--- src/rtl/reg_wb_ctrl_pkg.sv ---
// Shared types and helpers for the register-file write-back controller.
// Holds load-size encodings, the queued ALU result record and the load extender.
package reg_wb_ctrl_pkg;

  localparam int REG_AW = 5;
  localparam int REG_DW = 32;
  localparam logic [REG_AW-1:0] REG_ZERO = 5'd0;

  typedef enum logic [1:0] {
    SZ_BYTE = 2'b00,
    SZ_HALF = 2'b01,
    SZ_WORD = 2'b10
  } ld_size_e;

  typedef struct packed {
    logic [REG_AW-1:0] dst;
    logic [REG_DW-1:0] data;
  } wb_t;

  localparam int WB_W = $bits(wb_t);

  // Little-endian lane select; 2'b11 behaves as a full word.
  function automatic logic [REG_DW-1:0] ld_extend(input logic [REG_DW-1:0] raw,
                                                  input logic [1:0]        size,
                                                  input logic              sgn,
                                                  input logic [1:0]        off);
    logic [7:0]        b;
    logic [15:0]       h;
    logic [REG_DW-1:0] r;
    b = raw[{off, 3'b000} +: 8];
    h = off[1] ? raw[31:16] : raw[15:0];
    if (size == SZ_BYTE) begin
      r = {{24{sgn & b[7]}}, b};
    end else if (size == SZ_HALF) begin
      r = {{16{sgn & h[15]}}, h};
    end else begin
      r = raw;
    end
    return r;
  endfunction

endpackage

--- src/rtl/reg_wb_fifo.sv ---
// Registered synchronous FIFO for queued ALU results; pop data is the current head.
// No bypass: a pushed entry becomes visible one cycle later; push ignored when full.
module reg_wb_fifo #(
  parameter int WIDTH = 37,
  parameter int DEPTH = 2
) (
  input  logic             clk,
  input  logic             reset,
  input  logic             push_i,
  input  logic [WIDTH-1:0] push_dat_i,
  input  logic             pop_i,
  output logic [WIDTH-1:0] pop_dat_o,
  output logic             full_o,
  output logic             empty_o
);

  localparam int PW = $clog2(DEPTH);
  localparam logic [PW:0] PTR_ONE = 1;

  logic [WIDTH-1:0] mem_q [DEPTH];
  logic [PW:0]      wr_q;
  logic [PW:0]      rd_q;

  // Pointers carry a wrap bit so full and empty are distinguishable.
  assign empty_o   = (wr_q == rd_q);
  assign full_o    = (wr_q[PW] != rd_q[PW]) && (wr_q[PW-1:0] == rd_q[PW-1:0]);
  assign pop_dat_o = mem_q[rd_q[PW-1:0]];

  always_ff @(posedge clk or posedge reset) begin
    if (reset) begin
      wr_q <= '0;
      rd_q <= '0;
      for (int i = 0; i < DEPTH; i++) begin
        mem_q[i] <= '0;
      end
    end else begin
      if (push_i && !full_o) begin
        mem_q[wr_q[PW-1:0]] <= push_dat_i;
        wr_q                <= wr_q + PTR_ONE;
      end
      if (pop_i && !empty_o) begin
        rd_q <= rd_q + PTR_ONE;
      end
    end
  end

endmodule

--- src/rtl/reg_wb_ctrl.sv ---
// Merges queued ALU results and unbuffered loads into the register-file write port, with RAW scoreboard.
// Load->WE3 one cycle, ALU->WE3 two cycles minimum; ALU FIFO full drops alu_ready, forced ALU turn drops ld_ready.
module reg_wb_ctrl
  import reg_wb_ctrl_pkg::*;
#(
  parameter int ALU_FIFO_DEPTH = 2,
  parameter int STARVE_LIMIT   = 4
) (
  input  logic              clk,
  input  logic              reset,
  input  logic              iss_valid,
  input  logic [REG_AW-1:0] iss_dst,
  output logic              iss_ready,
  input  logic              alu_valid,
  output logic              alu_ready,
  input  logic [REG_AW-1:0] alu_dst,
  input  logic [REG_DW-1:0] alu_data,
  input  logic              ld_valid,
  output logic              ld_ready,
  input  logic [REG_AW-1:0] ld_dst,
  input  logic [REG_DW-1:0] ld_data,
  input  logic [1:0]        ld_size,
  input  logic              ld_signed,
  input  logic [1:0]        ld_off,
  output logic              WE3,
  output logic [REG_AW-1:0] A3,
  output logic [REG_DW-1:0] WD3,
  input  logic [REG_AW-1:0] q_rs,
  input  logic [REG_AW-1:0] q_rt,
  output logic              stall_rs,
  output logic              stall_rt,
  output logic [31:0]       busy
);

  localparam int SW = $clog2(STARVE_LIMIT + 1);
  localparam logic [SW-1:0] STARVE_MAX = SW'(STARVE_LIMIT);
  localparam logic [SW-1:0] STARVE_ONE = SW'(1);

  wb_t               alu_in;
  wb_t               alu_head;
  wb_t               win;
  logic              fifo_full;
  logic              fifo_empty;
  logic              alu_push;
  logic              alu_pop;
  logic              force_alu;
  logic              ld_win;
  logic              win_vld;
  logic [SW-1:0]     starve_q;
  logic [SW-1:0]     starve_d;
  logic              we3_q;
  logic              we3_d;
  logic [REG_AW-1:0] a3_q;
  logic [REG_AW-1:0] a3_d;
  logic [REG_DW-1:0] wd3_q;
  logic [REG_DW-1:0] wd3_d;
  logic [31:0]       busy_q;
  logic [31:0]       busy_d;
  logic [31:0]       set_vec;
  logic [31:0]       clr_vec;

  assign alu_in    = {alu_dst, alu_data};
  assign alu_ready = ~fifo_full;
  assign alu_push  = alu_valid & alu_ready;

  reg_wb_fifo #(
    .WIDTH (WB_W),
    .DEPTH (ALU_FIFO_DEPTH)
  ) u_alu_fifo (
    .clk        (clk),
    .reset      (reset),
    .push_i     (alu_push),
    .push_dat_i (alu_in),
    .pop_i      (alu_pop),
    .pop_dat_o  (alu_head),
    .full_o     (fifo_full),
    .empty_o    (fifo_empty)
  );

  // Loads cannot wait, so they win unless the ALU head has lost STARVE_LIMIT times in a row.
  always_comb begin
    force_alu = ~fifo_empty && (starve_q == STARVE_MAX);
    ld_win    = ld_valid & ~force_alu;
    ld_ready  = ~force_alu;
    alu_pop   = ~fifo_empty & ~ld_win;
    win_vld   = ld_win | alu_pop;

    win = alu_head;
    if (ld_win) begin
      win.dst  = ld_dst;
      win.data = ld_extend(ld_data, ld_size, ld_signed, ld_off);
    end

    starve_d = starve_q;
    if (fifo_empty || alu_pop) begin
      starve_d = '0;
    end else if (ld_win) begin
      starve_d = starve_q + STARVE_ONE;
    end
  end

  always_comb begin
    we3_d = win_vld && (win.dst != REG_ZERO);
    a3_d  = win_vld ? win.dst  : a3_q;
    wd3_d = win_vld ? win.data : wd3_q;
  end

  assign iss_ready = ~busy_q[iss_dst];
  assign stall_rs  = busy_q[q_rs];
  assign stall_rt  = busy_q[q_rt];

  // A new issue to the register being written this cycle must stay pending.
  always_comb begin
    set_vec = '0;
    clr_vec = '0;
    if (iss_valid && iss_ready && (iss_dst != REG_ZERO)) begin
      set_vec[iss_dst] = 1'b1;
    end
    if (we3_q) begin
      clr_vec[a3_q] = 1'b1;
    end
    busy_d = ((busy_q & ~clr_vec) | set_vec) & 32'hFFFF_FFFE;
  end

  always_ff @(posedge clk or posedge reset) begin
    if (reset) begin
      starve_q <= '0;
      we3_q    <= 1'b0;
      a3_q     <= '0;
      wd3_q    <= '0;
      busy_q   <= '0;
    end else begin
      starve_q <= starve_d;
      we3_q    <= we3_d;
      a3_q     <= a3_d;
      wd3_q    <= wd3_d;
      busy_q   <= busy_d;
    end
  end

  assign WE3  = we3_q;
  assign A3   = a3_q;
  assign WD3  = wd3_q;
  assign busy = busy_q;

endmodule

--- config.mk ---
export PLATFORM = sky130hd
export DESIGN_NAME = reg_wb_ctrl
export DESIGN_NICKNAME = d
export VERILOG_FILES = /design/src/rtl/reg_wb_ctrl_pkg.sv /design/src/rtl/reg_wb_fifo.sv /design/src/rtl/reg_wb_ctrl.sv
export SDC_FILE = /design/constraint.sdc
export NUM_CORES = 1
export LEC_CHECK = 0
export BUFFER_PORTS_ARGS = -buffer_cell sky130_fd_sc_hd__buf_2
export CORE_UTILIZATION = 39
export DETAILED_ROUTE_END_ITERATION = 10
export PLACE_DENSITY = 0.62
export SLEW_MARGIN = 0
export SYNTH_ARGS = -nofsm -noshare
export SYNTH_HDL_FRONTEND = slang
export SYNTH_SLANG_ARGS = --single-unit
--- constraint.sdc ---
create_clock -name clk -period 7.6 [get_ports clk]
set_input_delay 0 -clock clk [delete_from_list [all_inputs] [get_ports clk]]
set_output_delay 0 -clock clk [all_outputs]
set_load 0.1 [all_outputs]
==> summary.txt, run 1 <==
Yosys
  • Avg Inst Size Synth: 11.51 µm²
  • Largest cells by area after synthesis: dfrtp_1 (47%), mux2_2 (12%), mux4_2 (9.1%)
  • Count leader, synth: dfrtp_1
  • Share of the synthesized area in the top cell type: 47.45%
  • Sequential fraction of the synthesis area: 47.45%
  • Cell Area, Synth: 7910 µm²
  • Leading area contributor after synthesis: dfrtp_1
  • Number of synthesized flops with an enable pin: 0
  • Netlist cell types: 47
  • Synth warn: 0
  • Compound-gate portion of the synthesized area: 12.58%
  • Flops & latches, synth: 150
  • Largest family of logic cells by synthesized area: multiplexers
  • Async SR Flop Fraction: 100.0%
  • Mapped Cells: 687
  • Multiplexer share of the synthesized area: 27.02%
  • Ys flop type: dfrtp_1
  • Leading cell types by count after synthesis: dfrtp_1 (150), o21ai_0 (102), mux2_2 (83)
  • Synthesized-area fraction occupied by adder cells: 0.3164%
  • Mapped Nets: 788
  • Post-Synth Simple-Gate Area: 8.573%
  • XOR/XNOR Fraction of Synth Area: 0.6643%

Hold path
  • Hold Crit Depth: 4
  • Hold path startpoint: ld_data[10]
  • Hold endpoint: WD3[10]
  • Min-delay worst type: primary input to register

Die
  • Die height: 144.4 µm
  • Row count: 51
  • Core ar.: 19650 µm²
  • Initial Util: 40.25%
  • Die Wd: 144.4 µm
  • Die area: 20860 µm²
  • Io pins: 174

Place
  • I/O Buffers: 172
  • Dpl ws: 4688 ps
  • DP Wirelength: 15.05 mm
  • Placed cells: 1078
  • GP Congestion: 0.8769

Setup path
  • Reg2Reg Launch Point: u_alu_fifo.rd_q[0]
  • CP max-delay cell: nor2b_2
  • CP startpoint kind: register
  • Max FO, Critical Path: 42
  • FF-to-FF End: WE3
  • Worst Path Required: 7960 ps
  • Worst reg2reg setup slack: 4330 ps
  • Crit path DAT: 3630 ps
  • Biggest cell delay along the critical path: 830 ps
  • Critical-path cell list: buf_4 > xnor2_1 > a21oi_1 > nor2b_2 > a22oi_1 > nand4_1 > dlygate4sd3_1
  • Critical Path End Type: register
  • Cells on worst reg2reg path: 7
  • Critical path class: register to register

Clock tree
  • Clk Latency, worst-skew pair: 430 ps
  • Post-CTS setup buffers: 0
  • Root Driver: clkbuf_16
  • Clock tree buffer depth: 2
  • Clock transition at path regs: 70 ps
  • CTS Sinks: 150
  • H-Tree Depth: 4
  • CTS tree: yes
  • Num CTS Buffers: 17

Global routing
  • Vias in the first global route: 6346
  • Initial antenna violation count: 1
  • GRT Util Overall: 21.97%
  • Largest net degree at the start of global routing: 81
  • Global route total overflow: 0
  • First-pass GRT wire length: 34.51 mm

Layout
  • Final nets: 1013
  • Filler cells: 1816
  • Non-Filler Instances: 1190
  • Number of antenna diodes: 0
  • Final core utilization: 52.34%
  • Area Growth Syn to Fin: 30.05%
  • Share of layout cells above drive strength 1: 36.65%

Routing
  • Final wirelength: 22.04 mm
  • Final ANT Viol Nets: 0
  • Iteration-0 DRC Markers: 455
  • DRC violations left: 0
  • Drt wl/cell: 18.52 µm
  • Number of vias after detailed routing: 6520
  • Drt pass-1 iters: 5
  • Vias per cell: 5.479

Timing
  • Max Slew Vio Count: 0
  • RSZ-0062 raised after global routing: false
  • Final hold vios: 0
  • Setup_tns: 0 ps
  • Worst-margin pin slew: 1114 ps
  • Fmax: 305.5 MHz
  • Worst setup margin: 4327 ps
  • Clk_skew: 9.397 ps
  • Tcrit/Tclk final: 43.06%
  • Min cycle time layout: 3273 ps
  • Final setup vio count: 0
  • Worst rel slew slack: 25.52%

Job
  • MaxCap Viol Count: 0

Run status
  • Status: completed
==> flip-flops by register name (all words and copies together), names as in the netlist <==
name              count
A3                    5
WD3                  32
WE3                   1
busy                 31
starve_q              3
u_alu_fifo.mem_q     74
u_alu_fifo.rd_q       2
u_alu_fifo.wr_q       2
==> layout make-up <==
cell class,count,area (µm²),area share (%)
Timing Repair Buffer,255,1684,16.37
Clock inverter,13,137.6,1.338
Sequential cell,150,3755,36.50
Clock buffer,19,452.9,4.403
Inverter,6,27.53,0.2676
Multi-Input combinational cell,482,3899,37.90
Tap cell,265,331.6,3.223
==> layer usage <==
layer  routed length, µm  track usage (%)
met4                 221            5.429
met5                  13                0
met1                9460            29.45
met3                1594            4.702
met2               10740            36.13
==> cells in the final DEF, fill, tap and decap left out, types with 7 or more instances in the layout <==
cell type and instances:
a21oi_1 19, a22oi_1 19, a311o_1 7, buf_2 172, clkbuf_16 17, dfrtp_1 149, dlygate4sd3_1 80, mux2_2 83
mux2i_1 47, mux4_2 32, nand2_1 75, nand3b_1 11, nor2_1 20, o211ai_1 10, o21ai_0 102
==> metrics by stage <==
stage,instance area [µm²],hold slack (ps)
3_3_place_gp,8896,194.6
6_report,10290,14.99
3_5_place_dp,8896,199.8
5_1_grt,10290,37.04
2_1_floorplan,7910,131.7
4_1_cts,10290,1.501
==> timing repair <==
action                    in CTS  in global routing
hold endpoints to repair     180                  0
gates resized for setup        0                  0
hold buffers                  80                  0
==> critical path, delay by kind of cell (launching register included) <==
kind	cells	cell delay, ps
buf+inv	2	1100
compound gates	2	520
simple gates	2	990
flops	1	340
xor+xnor	1	250
==> cells by family (layout without fill, tap and decap cells) <==
kind of cell,Yosys count,count (layout)
DFF,150,150
muxes,163,163
other,1,1
AOI/OAI and AO/OA,168,168
and+or+nand+nor,142,142
adders and majority gates,2,2
xor gates and xnor gates,6,6
buffers and inverters,55,293
==> worst max path at each step <==
stage / from / endpoint / slack, ps / cells after the start
final: u_alu_fifo.rd_q[0] / WE3 / 4330 / 7
after global routing: u_alu_fifo.rd_q[0] / WE3 / 4010 / 7
after detailed placement: u_alu_fifo.rd_q[0] / u_alu_fifo.mem_q[11] / 4690 / 5
after global placement: u_alu_fifo.rd_q[0] / u_alu_fifo.mem_q[13] / 4740 / 5
after CTS: u_alu_fifo.rd_q[0] / WE3 / 4320 / 7
after floorplan: reset / A3[0] / 3560 / 1
Power of run 1 is left out: the tool's default activity adds up to more than one toggle a clock period on the data nets, which glitch-free logic cannot reach.
==> run 2, diff against run 1 <==
--- a/config.mk
+++ b/config.mk
@@ -8,7 +8,7 @@
 export BUFFER_PORTS_ARGS = -buffer_cell sky130_fd_sc_hd__buf_2
 export CORE_UTILIZATION = 39
 export DETAILED_ROUTE_END_ITERATION = 10
-export PLACE_DENSITY = 0.62
+export PLACE_DENSITY = 0.64
 export SLEW_MARGIN = 0
 export SYNTH_ARGS = -nofsm -noshare
 export SYNTH_HDL_FRONTEND = slang
==> constraint.sdc (replaced) <==
create_clock -name clk -period 2.65 [get_ports clk]
set_input_delay 0 -clock clk [delete_from_list [all_inputs] [get_ports clk]]
set_output_delay 0 -clock clk [all_outputs]
set_load 0.1 [all_outputs]
==> run 2 against run 1 <==
Clock skew is 1.7 ps higher; clock-buffer cell count is 1 lower; critical path type is now register to primary output; register-to-register slack worse by 4000 ps; critical path depth is 3 lower; highest routed layer is now met4.
==> summary.txt, run 2 (synthesis gave the netlist of run 1 again) <==
Timing
  • Hold_ws: 23.68 ps (was 14.99 ps)
  • RSZ-0062 raised after global routing: false (unchanged)
  • Fmax: 420.1 MHz
  • Min cycle time layout: 2380 ps
  • Worst-margin pin slew: 1043 ps (was 1114 ps)
  • Final setup vio count: 0 (unchanged)
  • Setup_tns: 0 ps (unchanged)
  • Tcrit/Tclk final: 89.82%
  • Clk_skew: 11.09 ps (was 9.397 ps)
  • Final hold vios: 0 (unchanged)
  • Max Slew Vio Count: 0 (unchanged)
  • Worst rel slew slack: 30.47% (was 25.52%)

Routing
  • Number of vias after detailed routing: 6553 (was 6520)
  • Final wirelength: 22.21 mm (was 22.04 mm)
  • Iteration-0 DRC Markers: 338 (was 455)
  • Final ANT Viol Nets: 0 (unchanged)
  • Drt pass-1 iters: 5 (unchanged)
  • Drt wl/cell: 18.63 µm (was 18.52 µm)
  • Vias per cell: 5.497 (was 5.479)
  • DRC violations left: 0 (unchanged)

Place
  • DP Wirelength: 15.61 mm (was 15.05 mm)
  • I/O Buffers: 172 (unchanged)
  • GP Congestion: 0.8826 (was 0.8769)

Layout
  • Area Growth Syn to Fin: 30.88% (was 30.05%)
  • Commonest non-fill, non-tap cells in the layout: buf_2 (172), dfrtp_1 (149), o21ai_0 (102), mux2_2 (83) (was buf_2 (172), dfrtp_1 (149), o21ai_0 (102), mux2_2 (83), dlygate4sd3_1 (80))
  • Max reg flops: 74 (unchanged)
  • Number of antenna diodes: 0 (unchanged)
  • Commonest non-fill, non-tap cell in the layout: buf_2 (unchanged)
  • Share of layout cells above drive strength 1: 37.43% (was 36.65%)
  • Final nets: 1015 (was 1013)
  • Largest reg by FF count: u_alu_fifo.mem_q (unchanged)

Setup path
  • Max FO, Critical Path: 5 (was 42)
  • CP startpoint kind: register (unchanged)
  • Crit path DAT: 2380 ps (was 3630 ps)
  • Critical path class: register to primary output (was register to register)
  • Worst Path Required: 2650 ps (was 7960 ps)
  • Reg2Reg Launch Point: u_alu_fifo.wr_q[0] (was u_alu_fifo.rd_q[0])
  • Critical Path End Type: primary output (was register)
  • Cells on worst reg2reg path: 5 (was 7)
  • FF-to-FF End: u_alu_fifo.mem_q[39] (was WE3)
  • Worst reg2reg setup slack: 340 ps (was 4330 ps)

Die
  • Row count: 51 (unchanged)
  • Core ar.: 19650 µm² (unchanged)
  • Io pins: 174 (unchanged)
  • Initial Util: 40.25% (unchanged)
  • Die height: 144.4 µm (unchanged)
  • Die area: 20860 µm² (unchanged)
  • Die Wd: 144.4 µm (unchanged)

Hold path
  • Min-delay worst type: primary input to register (unchanged)
  • Hold endpoint: WD3[19] (was WD3[10])
  • Hold Crit Depth: 3 (was 4)
  • Hold path startpoint: ld_size[1] (was ld_data[10])

Run status
  • Status: completed (unchanged)

Global routing
  • Global route total overflow: 0 (unchanged)
  • Vias in the first global route: 6570 (was 6346)
  • First-pass GRT wire length: 34.89 mm (was 34.51 mm)
  • GRT Util Overall: 22.05% (was 21.97%)
  • Largest net degree at the start of global routing: 50 (was 81)
  • Initial antenna violation count: 0 (was 1)

Clock tree
  • CTS Sinks: 150 (unchanged)
  • Num CTS Buffers: 17 (unchanged)
  • Clock transition at path regs: 70 ps (about the same)
  • Clk Latency, worst-skew pair: 430 ps (about the same)
  • Clock tree buffer depth: 2 (unchanged)
  • H-Tree Depth: 4 (unchanged)
  • CTS resizes: 0 (unchanged)
  • CTS Hold Bufs: 75 (was 80)
  • CTS tree: yes (unchanged)
  • Post-CTS setup buffers: 0 (unchanged)
  • Root Driver: clkbuf_16 (unchanged)

Job
  • MaxCap Viol Count: 0 (unchanged)
[run 2: cell count changes in the layout (fill, tap and decap cells not counted), moves of 2 or more]
cell,before,now
inv_6,5,3
clkinvlp_4,2,4
buf_4,3,6
clkinv_4,4,2
clkinv_8,0,2
dlygate4sd3_1,80,75
buf_12,0,4
[run 2: cell type report]
class                   instances  area, µm²
fillers                      1750       9301
multi-input cells             482       3901
flip-flops and latches        150       3755
repair buffers                257       1737
clock buffers                  18      439.2
well taps                     265      331.6
clock inverters                14      162.7
inverters                       6      26.28
[run 2: worst max-delay path, cell delays in order (launching register included)]
cell and delay [ps]:
dfrtp_1 420, mux4_2 510, mux4_2 480, mux2_2 270
buf_2 290
[run 2: how the worst max path moves through the flow]
stage                       startpoint                   end  slack, ps  cells after the start
floorplan           u_alu_fifo.rd_q[0]  u_alu_fifo.mem_q[19]         70                      7
global placement    u_alu_fifo.wr_q[0]  u_alu_fifo.mem_q[50]        390                      5
detailed placement  u_alu_fifo.wr_q[0]  u_alu_fifo.mem_q[68]        310                      5
CTS                           busy[27]              stall_rt        240                      4
global route        u_alu_fifo.wr_q[0]  u_alu_fifo.mem_q[68]        150                      5
finish                        busy[27]              stall_rt        270                      4
[run 2: stage by stage]
step / instances / setup WS (ps) / cell area [µm²] / util (%)
floorplan: 687 / 73.43 / 7916 / -
global placement: 1085 / 388.2 / 9000 / 45.79
detailed placement: 1085 / 310.0 / 9000 / 45.79
CTS: 1192 / 237.7 / 10350 / 52.67
global route: 1192 / 152.8 / 10350 / 52.67
finish: 1192 / 269.9 / 10350 / 52.67
[run 2: routing by layer]
| metal | global-route usage (%) | vias up | share of wire, % |
|---|---|---|---|
| met5 | 0 | - | 0 |
| li1 | - | 2995 | - |
| met2 | 37.58 | 284 | 50 |
| met4 | 7.978 | 0 | 1.9 |
| met3 | 4.238 | 39 | 7.3 |
| met1 | 27.77 | 3235 | 41 |
Power of run 2 is left out for the same reason.
